### src/rtl/freq_meter_pkg.sv
`default_nettype none
// ============================================================================
// Module      : freq_meter_pkg
// Description : Shared types and constants for the frequency-meter
//               measurement sequencer (BCD digit type, sequencer states,
//               BCD limits, digit validity helper).
// Revision    : 1.0 - initial release
// ============================================================================
package freq_meter_pkg;

    typedef logic [3:0] bcd_digit_t;

    typedef enum logic [2:0] {
        IDLE   = 3'd0,
        CLEAR  = 3'd1,
        GATE   = 3'd2,
        SETTLE = 3'd3,
        LATCH  = 3'd4
    } meas_state_t;

    // Largest legal BCD digit.
    localparam bcd_digit_t  BCD_MAX  = 4'd9;
    // 9999 as four packed BCD digits: the saturated counter reading.
    localparam logic [15:0] BCD_FULL = 16'h9999;

    // A nibble above 9 is not a BCD digit.
    function automatic logic digit_bad(input bcd_digit_t d);
        return (d > BCD_MAX);
    endfunction

endpackage
`default_nettype wire

### src/rtl/phase_timer.sv
`default_nettype none
// ============================================================================
// Module      : phase_timer
// Description : Loadable down-counter shared by the timed sequencer phases.
//               Load has priority over counting; counting stops at zero so
//               the value never wraps.
// Ports       : clk, RESET (sync, active-high)
//               load     - load load_val this cycle
//               load_val - value to load
//               en       - count down by one when nonzero
//               zero     - count is zero
// Revision    : 1.0 - initial release
// ============================================================================
module phase_timer #(
    parameter int WIDTH = 10
) (
    input  logic             clk,
    input  logic             RESET,
    input  logic             load,
    input  logic [WIDTH-1:0] load_val,
    input  logic             en,
    output logic             zero
);

    logic [WIDTH-1:0] r_count;

    always_ff @(posedge clk) begin
        if (RESET) begin
            r_count <= '0;
        end else if (load) begin
            r_count <= load_val;
        end else if (en && (r_count != '0)) begin
            r_count <= r_count - 1'b1;
        end
    end

    assign zero = (r_count == '0);

endmodule
`default_nettype wire

### src/rtl/freq_meter_ctrl.sv
`default_nettype none
// ============================================================================
// Module      : freq_meter_ctrl
// Description : Measurement sequencer for the 4-digit BCD counter. Each
//               measurement is clear -> gate window -> settle -> latch.
//               All outputs are registered from the current state, so every
//               output appears one cycle after the state it belongs to.
// Ports       : clk, RESET (sync, active-high)
//               start       - level, requests one measurement when idle
//               auto_run    - re-arm automatically after each latch
//               cont_3..0   - BCD digits from the counter
//               limp / hab  - counter clear / counter enable
//               busy        - sequencer not idle
//               disp_3..0   - latched BCD result
//               meas_valid  - one-cycle pulse when disp_* updates
//               ovf         - latched result is 9999
//               bcd_err     - a latched digit was not BCD
// Revision    : 1.0 - initial release
// ============================================================================
module freq_meter_ctrl
    import freq_meter_pkg::*;
#(
    parameter int GATE_CYCLES   = 1000,
    parameter int CLR_CYCLES    = 2,
    parameter int SETTLE_CYCLES = 4
) (
    input  logic       clk,
    input  logic       RESET,
    input  logic       start,
    input  logic       auto_run,
    input  bcd_digit_t cont_3,
    input  bcd_digit_t cont_2,
    input  bcd_digit_t cont_1,
    input  bcd_digit_t cont_0,
    output logic       limp,
    output logic       hab,
    output logic       busy,
    output bcd_digit_t disp_3,
    output bcd_digit_t disp_2,
    output bcd_digit_t disp_1,
    output bcd_digit_t disp_0,
    output logic       meas_valid,
    output logic       ovf,
    output logic       bcd_err
);

    // Timer must hold GATE_CYCLES-1 and the 4-bit clear/settle reloads.
    localparam int TW = ($clog2(GATE_CYCLES) > 4) ? $clog2(GATE_CYCLES) : 4;

    localparam logic [TW-1:0] CLR_LOAD    = TW'(CLR_CYCLES - 1);
    localparam logic [TW-1:0] GATE_LOAD   = TW'(GATE_CYCLES - 1);
    localparam logic [TW-1:0] SETTLE_LOAD = TW'(SETTLE_CYCLES - 1);

    meas_state_t     r_state;
    meas_state_t     w_next_state;
    logic            w_load;
    logic [TW-1:0]   w_load_val;
    logic            w_timer_en;
    logic            w_timer_zero;

    logic            w_limp_d;
    logic            w_hab_d;
    logic            w_busy_d;
    logic            w_capture;
    logic            w_ovf_d;
    logic            w_err_d;

    phase_timer #(
        .WIDTH (TW)
    ) u_phase_timer (
        .clk      (clk),
        .RESET    (RESET),
        .load     (w_load),
        .load_val (w_load_val),
        .en       (w_timer_en),
        .zero     (w_timer_zero)
    );

    // ------------------------------------------------------------------
    // State register
    // ------------------------------------------------------------------
    always_ff @(posedge clk) begin
        if (RESET) begin
            r_state <= IDLE;
        end else begin
            r_state <= w_next_state;
        end
    end

    // ------------------------------------------------------------------
    // Next-state and timer control. start/auto_run are only looked at in
    // IDLE and LATCH, so changes mid-measurement have no effect.
    // ------------------------------------------------------------------
    always_comb begin
        w_next_state = r_state;
        w_load       = 1'b0;
        w_load_val   = CLR_LOAD;
        w_timer_en   = 1'b0;
        case (r_state)
            IDLE: begin
                if (start || auto_run) begin
                    w_load       = 1'b1;
                    w_load_val   = CLR_LOAD;
                    w_next_state = CLEAR;
                end
            end
            CLEAR: begin
                w_timer_en = 1'b1;
                if (w_timer_zero) begin
                    w_load       = 1'b1;
                    w_load_val   = GATE_LOAD;
                    w_next_state = GATE;
                end
            end
            GATE: begin
                w_timer_en = 1'b1;
                if (w_timer_zero) begin
                    w_load       = 1'b1;
                    w_load_val   = SETTLE_LOAD;
                    w_next_state = SETTLE;
                end
            end
            SETTLE: begin
                w_timer_en = 1'b1;
                if (w_timer_zero) begin
                    w_next_state = LATCH;
                end
            end
            LATCH: begin
                if (auto_run) begin
                    w_load       = 1'b1;
                    w_load_val   = CLR_LOAD;
                    w_next_state = CLEAR;
                end else begin
                    w_next_state = IDLE;
                end
            end
            default: begin
                w_next_state = IDLE;
            end
        endcase
    end

    // ------------------------------------------------------------------
    // Output decode (next values of the output registers)
    // ------------------------------------------------------------------
    always_comb begin
        w_limp_d  = (r_state == CLEAR);
        w_hab_d   = (r_state == GATE);
        w_busy_d  = (r_state != IDLE);
        w_capture = (r_state == LATCH);
        w_ovf_d   = ({cont_3, cont_2, cont_1, cont_0} == BCD_FULL);
        w_err_d   = digit_bad(cont_3) | digit_bad(cont_2) |
                    digit_bad(cont_1) | digit_bad(cont_0);
    end

    // ------------------------------------------------------------------
    // Output registers. Result and flags only change on a capture, so they
    // hold across the following CLEAR/GATE/SETTLE phases.
    // ------------------------------------------------------------------
    always_ff @(posedge clk) begin
        if (RESET) begin
            limp       <= 1'b0;
            hab        <= 1'b0;
            busy       <= 1'b0;
            meas_valid <= 1'b0;
            ovf        <= 1'b0;
            bcd_err    <= 1'b0;
            disp_3     <= '0;
            disp_2     <= '0;
            disp_1     <= '0;
            disp_0     <= '0;
        end else begin
            limp       <= w_limp_d;
            hab        <= w_hab_d;
            busy       <= w_busy_d;
            meas_valid <= w_capture;
            if (w_capture) begin
                disp_3  <= cont_3;
                disp_2  <= cont_2;
                disp_1  <= cont_1;
                disp_0  <= cont_0;
                ovf     <= w_ovf_d;
                bcd_err <= w_err_d;
            end
        end
    end

endmodule
`default_nettype wire
### config.mk
export PLATFORM = sky130hd
export DESIGN_NAME = freq_meter_ctrl
export DESIGN_NICKNAME = d
export VERILOG_FILES = /design/src/rtl/freq_meter_pkg.sv /design/src/rtl/phase_timer.sv /design/src/rtl/freq_meter_ctrl.sv
export SDC_FILE = /design/constraint.sdc
export NUM_CORES = 1
export LEC_CHECK = 0
export BUFFER_PORTS_ARGS = -buffer_cell sky130_fd_sc_hd__buf_4
export CAP_MARGIN = 20
export CORE_MARGIN = 2
export CORE_UTILIZATION = 40
export CTS_CLUSTER_SIZE = 16
export DETAILED_ROUTE_END_ITERATION = 12
export PLACE_DENSITY = 0.71
export SLEW_MARGIN = 20
export SYNTH_ARGS = -nofsm -noshare
export SYNTH_HDL_FRONTEND = slang
export SYNTH_SLANG_ARGS = --single-unit
### constraint.sdc
create_clock -name clk -period 2 [get_ports clk]
set_input_delay 0.2 -clock clk [delete_from_list [all_inputs] [get_ports clk]]
set_output_delay 0.2 -clock clk [all_outputs]
set_load 0.01 [all_outputs]
* After elaboration in Yosys (flattened, before gate mapping) *
Cells that the tools add are included.

storage, ports and cells
  bits in registers = 35
  bits of input ports = 20
  output and inout bits = 22
  word-level logic and storage cells = 55

cells by class
  $add $sub $neg = 1
  magnitude comparators = 4
  eq/ne operators = 9
  mux-type cells = 16
  bitwise gates (word level) = 3
  reductions and logical operators = 10

operator list
  operator                 count
  $mux W10                 3
  $pmux W10 S2             1
  $eq A16 B16 Y1 const B   1
  $gt A4 B4 Y1 const B     4
  $pmux W3 S5              1
  $mux W3                  4
  $logic_not A10 Y1        1
  $reduce_bool A10 Y1      1
  $sub A10 B1 Y10 const B  1
  $eq A3 B2 Y1 const B     2
  $ne A2 B1 Y1 const B     3
  $mux W1                  5
  $reduce_and A4 Y1        1
  $eq A3 B1 Y1 const B     1
  $eq A3 B3 Y1 const B     1
  $logic_not A3 Y1         1
  $or A1 B1 Y1             3
  $pmux W1 S3              1
  $reduce_bool A3 Y1       1
  $reduce_or A3 Y1         1
  $mux W2                  1
  $ne A2 B2 Y1 const B     1
  $reduce_bool A2 Y1       1
  $reduce_or A2 Y1         1
  other kinds (2)          2

* Logic depth before layout (Yosys ltp) *
  word-level depth = 6
  depth in mapped cells = 8
  mapped depth without buffers = 7

* Modules after synthesis *
From an unflattened synthesis, not the netlist that was laid out.

unflattened totals
  cells, all modules = 197
  area, all modules = 1681.6 um^2

modules (own cells, without submodules)
  module           instances  cells each  area each (um^2)  seq. area each (um^2)
  freq_meter_ctrl  1          125         1054.8            500.5
  phase_timer      1          72          626.9             200.2

* Worst setup path after synthesis *
Ideal clock, no wire load.

  path kind = reg-to-reg
  from = reg u_phase_timer.r_count[2]
  to = reg u_phase_timer.r_count[9]
  setup time = 0.122 ns
  data arrival time = 1.606 ns
  required time = 1.878 ns
  slack = 0.272 ns
  cell stages (with the launch flop) = 5
  buffers on the path = 1
  clock period less this slack = 1.728 ns
  path through = dfxtp_1 or4_4 o31a_1 buf_6 o311a_1

between the ends
  longest elaborated chain between the ends = 4
  elaborated cells on any way between the ends = 11
  those cells by class = 1 x add/sub; 6 x mux; 4 x reduce/logical

RTL lines
  element                                                  line               text
  start: declaration                                       phase_timer.sv:25  logic [WIDTH-1:0] r_count;
  start signal: assignment                                 phase_timer.sv:31  r_count <= load_val;
  start signal: assignment                                 phase_timer.sv:33  r_count <= r_count - 1'b1;
  branches (longest 4 deep; another with $sub A10 B1 Y10)  n/a

Parallel ways; which one is timed is not known. The select of a mux whose other input is x is not followed.
A chain may end at the register's enable or synchronous reset.

* Final worst setup path *
  from = reg u_phase_timer.r_count[0]
  to = reg u_phase_timer.r_count[9]

Same word-level chain as after synthesis.

==> out/results.ini <==
[status]
status = finished, final reports clean

[timing]
fin_setup_tns_ns = 0
hold_ws_ns = 0.1713
final_max_slew_viol_count = 0
clock_skew_ns = 0.008060
max_slew_margin = 0.7058
period_minus_slack_ns = 1.848
worstMarginPinSlew_ns = 0.4352
setup_ws_ns = 0.1525
hold_violations = 0
period_share = 0.9238
fmax_ghz = 0.5413
finalSetupViolations = 0
rsz0062_at_grt = false

[yosys]
synth_compound_area_frac = 0.1701
netlist_area_mm2 = 0.001567
synth_fp_nets = 213
yosys-mux-area-fraction = 0.01278
synth_xor_area_frac = 0.02796
synth_warnings = 0
synth_top_area_cell = dfxtp_1
synth_edf_count = 0
yosys_register_bits = 35
yosys_most_used_dff = dfxtp_1
synth_cell_types = 44
synth_top_family_by_area = simple AND/OR/NAND/NOR gates
yosysSeqAreaShare = 0.4473
synthTopCellsByArea = dfxtp_1 45%, nand2_1 10%, a21oi_1 6.1%, nor3_1 3.5%, clkbuf_1 2.6%
postSynthCellCount = 192
yosys.area_share.adder = 0.007987
synth_top_area_share = 0.4473
synth_simple_gate_area_frac = 0.2859
ys_async_sr_fraction = 0
avgSynthCellArea_um2 = 8.159

[floorplan]
dieWidth_um = 66.58
start_util = 0.4215
die-area_mm2 = 0.004433
core_area_mm2 = 0.003716
die_h_um = 66.58
row_count = 22
io_pins = 42

[placed_design]
dp_hpwl_mm = 2.626
numPortBuffers = 41
dp_slack_ns = 0.2031
gp_congestion = 0.8092

[clock_network]
clk_pin_slew_ns = 0.07
clkSinkCount = 35
cts_buffer_depth = 2
clk_latency_ns = 0.28
numCtsBuffers = 5
ctsHoldBuffers = 0
cts_tree = done
h-tree-depth = 2
cts_setup_buffers = 0
root_buffer = clkbuf_8
cts.repair.resized = 0

[critical_path]
start_kind = flop
arrival_ns = 2.03
r2r_slack_ns = 0.15
end_kind = flop
reg2reg_from = u_phase_timer.r_count[0]
worst-path-max-fanout = 7
crit_type = reg -> reg
reg2regPathDepth = 7
cp_data_required_time_ns = 2.18
startpoint = u_phase_timer.r_count[0]
timing.rr.end = u_phase_timer.r_count[9]

[route]
routed_wl_mm = 3.574
vias_per_cell = 5.246
routedWlPerCell_um = 12.54
drt_pass1_iterations = 4
dr_total_vias = 1495
drtIter0Drc = 71
antenna_left = 0
drc = 0

[cells_and_area]
layout_commonest_cell = buf_4
nNetsFinal = 257
layout-drive-gt1-share = 0.2869
num_antenna_cells = 0
syn2layout_area_growth_pct = 29.31
layout_common_cells = 50 x buf_4, 42 x nand2_1, 35 x dfxtp_1
final_util = 0.5451
fill_cells = 372

[min_path]
hold_depth = 3
timing.hold.worst.start = cont_3[0]
holdPathEnd = disp_3[0]
hp-class = in -> reg

[job]
cap_violations = 0

[pwr]
leakagePower_nw = 0.8243
fin_total_pwr_w = 0.002904
clockPowerShare = 0.167
switching_share = 0.3924
pwr-share-comb = 0.498
internal-power_w = 0.001764
power_density_mw_per_mm2 = 1433
power.switching_w = 0.001139
peakVddDrop_v = 0.0008079
p_seq_frac = 0.335

[global_route]
grt_usage = 0.1856
grt_max_degree = 35
gr-total-overflow = 0
antenna_found_initial = 0
grt_pass1_vias = 1413
grt_pass1_wl_mm = 6.285

==> kinds of logic (layout without fill, tap and decap cells) <==
logic type,count (synthesis),after routing
AO/OA/AOI/OAI,41,41
flip-flops,35,35
multiplexers,2,2
XOR/XNOR,5,5
AND/OR/NAND/NOR,91,91
adder cells (fa/ha/maj),1,1
buffers and inverters,17,62
==> area by class of cell <==
cell class,count,area (um^2),area share
multi-input combinational,140,790.8,0.3904
sequential,35,700.7,0.3459
clock inverter,3,15.01,0.007412
clock buffer,5,68.82,0.03397
inverter,4,15.01,0.007412
tap,48,60.06,0.02965
timing repair buffer,50,375.4,0.1853
==> Yosys cell counts, drive strengths merged, types with 2 or more instances <==
cell type	count
a21oi	20
and3	2
buf	2
clkbuf	11
dfxtp	35
inv	4
mux2i	2
nand2	43
nand2b	2
nand3	2
nand4	5
nor2	11
nor2b	2
nor3	13
nor4	4
nor4b	2
o21ai	8
o31a	2
xnor2	2
xor2	3
==> critical path, cell delays in order (launching register included) <==
cell and delay (ns):
dfxtp_1 0.40, inv_1 0.08, ha_1 0.22, nor2b_1 0.15
nand4_1 0.18, nand2_1 0.18, buf_4 0.21, o311a_1 0.32
==> flip-flops by register name (all words and copies together), names as in the netlist <==
register and count:
r_state 3, disp_3 4, busy 1, disp_1 4, ovf 1, u_phase_timer.r_count 10, hab 1, disp_0 4
bcd_err 1, meas_valid 1, disp_2 4, limp 1
==> stage by stage <==
step / area [um^2] / std cells
2_1_floorplan: 1567 / 192
3_3_place_gp: 1942 / 277
3_5_place_dp: 1942 / 277
4_1_cts: 2026 / 285
5_1_grt: 2026 / 285
6_report: 2026 / 285
==> power groups by stage <==
stage	sequential (W)	combinational [W]	clock, W
floorplan	0.000937	0.00111	0
global placement	0.000986	0.00143	0
detailed placement	0.000985	0.00142	0
CTS	0.000971	0.00145	0.000500
global route	0.00101	0.00161	0.000528
finish	0.000974	0.00145	0.000484
==> worst max path at each step <==
stage / to / slack [ns] / depth (start not counted)
after CTS: u_phase_timer.r_count[9] / 0.15 / 7
after global placement: u_phase_timer.r_count[9] / 0.16 / 7
after global routing: u_phase_timer.r_count[9] / 0.009 / 8
after detailed placement: u_phase_timer.r_count[9] / 0.20 / 4
after floorplan: u_phase_timer.r_count[9] / 0.27 / 4
final: u_phase_timer.r_count[9] / 0.15 / 7
==> layer usage <==
layer  part of all wire  GRT usage  vias up
li1                   -          -      761
met1               0.45     0.2299      688
met2               0.48     0.3063       41
met3              0.055    0.04054        5
met4              0.016    0.08418        0
met5                  0          0        -
Note: power is estimated with default switching activity, not from simulation.
